**src/rtl/pipe_stage_elastic.sv**
```systemverilog
// Elastic pipeline stage: registered valid/ready handshake with a 2-entry skid buffer, flush and bubble.
// Optional stall statistics counter enabled by defining PIPE_STAGE_STATS_EN.
//
// state    | meaning
// ST_EMPTY | no beat held, in_ready=1
// ST_ONE   | head valid, skid empty, in_ready=1
// ST_FULL  | head and skid valid, in_ready=0
module pipe_stage_elastic #(
  parameter int DATA_W = 32,
  parameter int CTRL_W = 16
`ifdef PIPE_STAGE_STATS_EN
  , parameter int CNT_W = 16
`endif
) (
  input  logic              clk,
  input  logic              rst,
  input  logic              flush,
  input  logic              in_valid,
  output logic              in_ready,
  input  logic [DATA_W-1:0] in_data,
  input  logic [CTRL_W-1:0] in_ctrl,
  output logic              out_valid,
  input  logic              out_ready,
  output logic [DATA_W-1:0] out_data,
  output logic [CTRL_W-1:0] out_ctrl,
  output logic [1:0]        occupancy
`ifdef PIPE_STAGE_STATS_EN
  , output logic [CNT_W-1:0] stall_cnt
`endif
);

  typedef enum logic [1:0] {
    ST_EMPTY = 2'd0,
    ST_ONE   = 2'd1,
    ST_FULL  = 2'd2
  } state_t;

  state_t            state_q, state_d;
  logic [DATA_W-1:0] head_data_q, head_data_d;
  logic [CTRL_W-1:0] head_ctrl_q, head_ctrl_d;
  logic [DATA_W-1:0] skid_data_q, skid_data_d;
  logic [CTRL_W-1:0] skid_ctrl_q, skid_ctrl_d;
  logic              in_ready_q, in_ready_d;
  logic              out_valid_q, out_valid_d;
  logic              in_fire, out_fire;

  assign in_fire  = in_valid & in_ready_q;
  assign out_fire = out_valid_q & out_ready;

  always_ff @(posedge clk or negedge rst) begin
    if (!rst) begin
      state_q     <= ST_EMPTY;
      head_data_q <= '0;
      head_ctrl_q <= '0;
      skid_data_q <= '0;
      skid_ctrl_q <= '0;
      in_ready_q  <= 1'b1;
      out_valid_q <= 1'b0;
    end else begin
      state_q     <= state_d;
      head_data_q <= head_data_d;
      head_ctrl_q <= head_ctrl_d;
      skid_data_q <= skid_data_d;
      skid_ctrl_q <= skid_ctrl_d;
      in_ready_q  <= in_ready_d;
      out_valid_q <= out_valid_d;
    end
  end

  always_comb begin
    state_d     = state_q;
    head_data_d = head_data_q;
    head_ctrl_d = head_ctrl_q;
    skid_data_d = skid_data_q;
    skid_ctrl_d = skid_ctrl_q;
    if (flush) begin
      state_d = ST_EMPTY;
    end else begin
      case (state_q)
        ST_EMPTY: begin
          if (in_fire) begin
            head_data_d = in_data;
            head_ctrl_d = in_ctrl;
            state_d     = ST_ONE;
          end
        end
        ST_ONE: begin
          if (in_fire && out_fire) begin
            head_data_d = in_data;
            head_ctrl_d = in_ctrl;
          end else if (in_fire) begin
            skid_data_d = in_data;
            skid_ctrl_d = in_ctrl;
            state_d     = ST_FULL;
          end else if (out_fire) begin
            state_d = ST_EMPTY;
          end
        end
        ST_FULL: begin
          if (out_fire) begin
            head_data_d = skid_data_q;
            head_ctrl_d = skid_ctrl_q;
            state_d     = ST_ONE;
          end
        end
        default: state_d = ST_EMPTY;
      endcase
    end
    // Handshake flags are registered copies of the next state: no comb path to in_ready.
    in_ready_d  = (state_d != ST_FULL);
    out_valid_d = (state_d != ST_EMPTY);
  end

  assign in_ready  = in_ready_q;
  assign out_valid = out_valid_q;
  assign out_data  = head_data_q;
  assign out_ctrl  = out_valid_q ? head_ctrl_q : '0;
  assign occupancy = state_q;

`ifdef PIPE_STAGE_STATS_EN
  logic [CNT_W-1:0] stall_cnt_q;

  always_ff @(posedge clk or negedge rst) begin
    if (!rst) begin
      stall_cnt_q <= '0;
    end else if (out_valid_q && !out_ready && (stall_cnt_q != {CNT_W{1'b1}})) begin
      stall_cnt_q <= stall_cnt_q + 1'b1;
    end
  end

  assign stall_cnt = stall_cnt_q;
`endif

endmodule

```
**config.mk**
```make
export PLATFORM = sky130hd
export DESIGN_NAME = pipe_stage_elastic
export DESIGN_NICKNAME = d
export VERILOG_FILES = /design/src/rtl/pipe_stage_elastic.sv
export SDC_FILE = /design/constraint.sdc
export NUM_CORES = 1
export LEC_CHECK = 0
export BUFFER_PORTS_ARGS = -buffer_cell sky130_fd_sc_hd__buf_2
export CORE_MARGIN = 2
export CORE_UTILIZATION = 34
export CTS_BUF_LIST = sky130_fd_sc_hd__clkbuf_8
export DETAILED_ROUTE_END_ITERATION = 7
export PLACE_DENSITY = 0.65
export RECOVER_POWER = 100
export SETUP_SLACK_MARGIN = 0.5
export SYNTH_ARGS = -nofsm -noshare
export SYNTH_HDL_FRONTEND = slang
export SYNTH_SLANG_ARGS = --single-unit
export TNS_END_PERCENT = 1
```
**constraint.sdc**
```tcl
create_clock -name clk -period 2.1 [get_ports clk]
set_input_delay 0 -clock clk [delete_from_list [all_inputs] [get_ports clk]]
set_output_delay 0 -clock clk [all_outputs]
set_load 0.03 [all_outputs]
```
== Word-level counts from Yosys, hierarchy flattened ==
Index checks and enable logic that the tools add are counted.

* Equality and inequality tests: 6
* Mux-type cells: 16
* Bitwise logic cells: 4
* Reduce and logical (&&, ||, !) cells: 6

{| class="wikitable"
|+ Operators by type and width
! cell !! count
|-
| $mux W32 || 3
|-
| $pmux W32 S3 || 1
|-
| $mux W16 || 4
|-
| $pmux W16 S3 || 1
|-
| $mux W2 || 6
|-
| $ne A2 B2 Y1 const B || 4
|-
| $pmux W2 S3 || 1
|-
| $reduce_and A5 Y1 || 1
|-
| $reduce_and A4 Y1 || 1
|-
| $reduce_bool A3 Y1 || 1
|-
| $and A1 B1 Y1 || 2
|-
| $eq A2 B1 Y1 const B || 1
|-
| $eq A2 B2 Y1 const B || 1
|-
| $logic_not A2 Y1 || 1
|-
| $not A1 Y1 || 2
|-
| $reduce_bool A2 Y1 || 1
|-
| $logic_and A1 B1 Y1 || 1
|}

* Register bits: 100
* Input bits: 53
* Output and inout port bits: 52
* Logic and storage cells: 39

== Longest topological paths before layout ==
* Depth in word-level cells: 7
* Gate-level depth with buffers: 6
* Gate-level depth less buffers: 3

== Worst setup path before layout ==
No wires, ideal clock.

* Path type: register to register
* From: register state_q[1], in the netlist occupancy[1]
* To: register head_ctrl_q[15]
* Library setup time: 125 ps
* Arrival time: 1818 ps
* Required time: 1975 ps
* Setup slack: 158 ps
* Cell stages (with the launch flop): 7
* Buffers on the path: 3
* Clock period less this slack: 1942 ps
* Cells stage by stage: dfrtp_1 -> buf_2 -> nor2b_1 -> clkbuf_1 -> buf_2 -> mux2_2 -> mux2_2

* Word-level cells in the longest chain between the ends: 3
* Elaborated cells between the ends (all ways): 9
* Classes of those cells: eq/ne: 5; mux: 1; reduce/logical: 3

{| class="wikitable"
|+ RTL lines
! element !! RTL line !! source
|-
| start: declaration || 38 || <nowiki>state_t state_q, state_d;</nowiki>
|-
| start signal: assignment || 60 || <nowiki>state_q <= state_d;</nowiki>
|-
| $eq A2 B1 Y1 (tied with other cells) || 79 || <nowiki>case (state_q)</nowiki>
|-
| $ne A2 B2 Y1 (no source line) or $reduce_bool A3 Y1 (tied branches) || - ||
|-
| $reduce_and A5 Y1 (no source line) || - ||
|-
| end signal: assignment || 62 || <nowiki>head_ctrl_q <= head_ctrl_d;</nowiki>
|-
| end: declaration || 40 || <nowiki>logic [CTRL_W-1:0] head_ctrl_q, head_ctrl_d;</nowiki>
|}

Parallel ways exist; a longest one is shown, timed or not.
A chain may end at the register's enable or synchronous reset.

== Final worst setup path ==
* From: register state_q[0], in the netlist occupancy[0]
* To: register skid_data_q[25]

* Word-level cells in the longest chain between the ends: 2

{| class="wikitable"
|+ RTL lines
! element !! RTL line !! source
|-
| $eq A2 B1 Y1 || 79 ||
|-
| $reduce_and A4 Y1 (no source line) || - ||
|-
| end signal: assignment || 63 || <nowiki>skid_data_q <= skid_data_d;</nowiki>
|-
| end: declaration || 41 || <nowiki>logic [DATA_W-1:0] skid_data_q, skid_data_d;</nowiki>
|}

Every way passes these cells.

==> flow_summary_export.csv <==
group,metric,value,unit
status,status,"finished clean",
timing,fin_worst_skew,0.00918,ns
setup_path,r2r_setup_slack,0.25,ns
min_path,worst_hold_path_type,"input pin to register",
global_routing,gr-total-overflow,0,
job,drv_cap,0,
setup_path,end_kind,"register",
timing,finalMaxSlewViolations,0,
clock_network,cts_made_buffers,9,
synthesis,synth.area.top_cells,"dfrtp_1, mux2_2, mux2_1, and2_1, buf_2",
synthesis,ys_warn_count,0,
placed_design,place.gp.congestion,0.692,
route,vias,3023,
timing,period_minus_slack,1.85,ns
clock_network,cts_buffer_depth,2,
global_routing,grt_first_pass_wirelength,16.0,mm
power,leakage,2.59,nW
placed_design,io_buffers,104,
route,drtPass1Iterations,4,
finish,num-fill-cells,1163,
clock_network,clock-sinks,100,
synthesis,syn_inst,299,
min_path,hold_depth,3,
global_routing,grt_max_degree,58,
placed_design,dp_hpwl,6.21,mm
route,drtIter0Drc,73,
global_routing,grt_usage,14.3,%
floorplanning,die_w,119,um
setup_path,cp_max_fo,8,
setup_path,rr_endpoint,"skid_data_q[25]",
synthesis,ys_ff_latch,100,
timing,rsz0062_at_grt,"true",
clock_network,root_buffer,"clkbuf_8",
timing,tns,0,ns
synthesis,synth_area_per_cell,15.0,um2
finish,antenna_cells,0,
global_routing,grt_pass1_vias,3273,
route,routed_wl,10.2,mm
timing,setup_violations,0,
min_path,hold_end,"out_valid",
route,avgViaCountPerCell,4.68,
power,vdd_drop_max,495,uV
synthesis,synth-seq-area-share,55.7,%
clock_network,tritoncts,"yes",
timing,finalHoldViolations,0,
floorplanning,core-area,12800,um2
synthesis,yosysTopAreaCellShare,55.2,%
timing,fmax,0.540,GHz
synthesis,synth_fp_nets,352,
timing,max_slew_margin,3.64,%
floorplanning,die_area,14100,um2
setup_path,arrival,2.10,ns
setup_path,path_class,"register to register",
setup_path,start_kind,"register",
min_path,hp-start,"in_valid",
synthesis,yosysTopAreaCell,"dfrtp_1",
route,route.detailed.wl_per_inst,15.8,um
finish,nNetsFinal,522,
route,antenna_left,0,
timing,hold_slack,0.0429,ns
floorplanning,rows,41,
floorplanning,top_level_ports,105,
finish,layout-drive-gt1-share,46.2,%
setup_path,r2r_start,"occupancy[0]",
floorplanning,start_util,35.2,%
clock_network,htreeDepth,3,
synthesis,synth_area,4490,um2
timing,worst_pin_slew,1.45,ns
clock_network,path_clk_slew,0.09,ns
setup_path,startpoint,"occupancy[0]",
timing,period_share,88.2,%
synthesis,synth_cell_types,25,
power,power_density,995,nW/um2
floorplanning,die_y,119,um
route,drc,0,
clock_network,clock_latency,0.36,ns
finish,syn2layout_area_growth,35.5,%
global_routing,grt_antenna_before_repair,0,
setup_path,reg2regPathDepth,5,
setup_path,cp_data_required_time,2.35,ns
## cells in the final DEF, fill, tap and decap left out, types with 2 or more instances in the layout
| master | count |
|---|---|
| dlygate4sd3_1 | 51 |
| clkinv_2 | 3 |
| clkbuf_1 | 52 |
| buf_12 | 6 |
| dfrtp_1 | 98 |
| buf_4 | 6 |
| buf_2 | 54 |
| mux2_1 | 20 |
| buf_8 | 2 |
| clkbuf_8 | 9 |
| mux2_2 | 124 |
| buf_6 | 2 |
| a21oi_1 | 2 |
| clkbuf_16 | 4 |
| inv_1 | 2 |
| and2_1 | 16 |
## power by group
| group | internal, mW | switching [mW] | total (mW) |
|---|---|---|---|
| Sequential | 2.62 | 0.343 | 2.97 |
| Clock | 0.537 | 0.637 | 1.17 |
| Combinational | 0.885 | 1.03 | 1.92 |
## per-stage QoR
stage / power (mW) / instance area (um2) / instances / worst slack, ns / utilization [%]
3_5_place_dp: 4.88 / 5230 / 567 / 0.238 / 41.0
4_1_cts: 6.17 / 5990 / 636 / 0.382 / 46.9
6_report: 6.06 / 6090 / 646 / 0.247 / 47.7
3_3_place_gp: 4.77 / 5230 / 567 / 0.258 / 41.0
2_1_floorplan: 4.27 / 4510 / 299 / 0.242 / -
5_1_grt: 6.43 / 6090 / 646 / 0.168 / 47.7
## synthesized netlist by cell type (all sizes together)
cell type and number:
nor2b 1, mux2 144, o21bai 1, a2bb2oi 1, o21a 1, a21bo 1, and3b 1, dfstp 1
o21ai 1, clkbuf 3, nand3 1, a21oi 3, a31oi 1, nand2 2, dfrtp 99, or3 1
nor3 2, and2 17, nor4 1, a21o 1, buf 16
## worst max-delay path, stage by stage, from the launching register on
cell and delay (ns):
dfrtp_1 0.53, a21bo_1 0.30, nor4_4 0.15, buf_6 0.23
clkbuf_16 0.19, mux2_1 0.33
## layer usage
metal	part of all wire, %	vias to the layer above	track usage (%)
li1	-	1411	-
met1	42	1530	17.0
met5	0	-	0
met4	1.8	0	4.17
met3	4.4	12	3.26
met2	51	70	25.9
## what timing repair did
action | 4_1_cts | 5_1_grt
buffers inserted | 1 | 5
gates resized for setup | 13 | 8
gates cloned | 1 | 5
hold buffers | 51 | 0
endpoints found under the hold margin | 144 | 0
pin swaps | 1 | 1
setup endpoints to repair | 96 | 96
## final cells by class
class / instances / area (um2) / area share [%]
sequential: 100 / 2500 / 41.1
multi-input combinational: 180 / 1890 / 31.0
timing repair buffer: 178 / 1300 / 21.3
tap: 172 / 215 / 3.53
clock buffer: 9 / 124 / 2.03
clock inverter: 7 / 60.1 / 0.986
## registers in the layout, summed over array words and instances (netlist names)
signal       count
out_valid        1
in_ready         1
skid_ctrl_q     16
skid_data_q     32
occupancy        2
head_ctrl_q     16
out_data        32
## how the worst max path moves through the flow
stage                                  to  slack, ns  cells past startpoint
after floorplan           skid_data_q[11]       0.24                      6
after global placement     skid_data_q[7]       0.26                      4
after detailed placement   skid_data_q[2]       0.24                      4
after CTS                     out_data[8]       0.38                      4
after global routing          out_data[8]       0.17                      6
final                     skid_data_q[25]       0.25                      5
## kinds of logic after synthesis
kind of cell           after synthesis  synth area share [%]
multiplexers                       144                  36.1
buffers and inverters               19                  2.73
flip-flops                         100                  55.7
AND/OR/NAND/NOR                     26                  3.93
AO/OA/AOI/OAI                       10                  1.50
No activity file was read; power rests on OpenSTA's default activity.
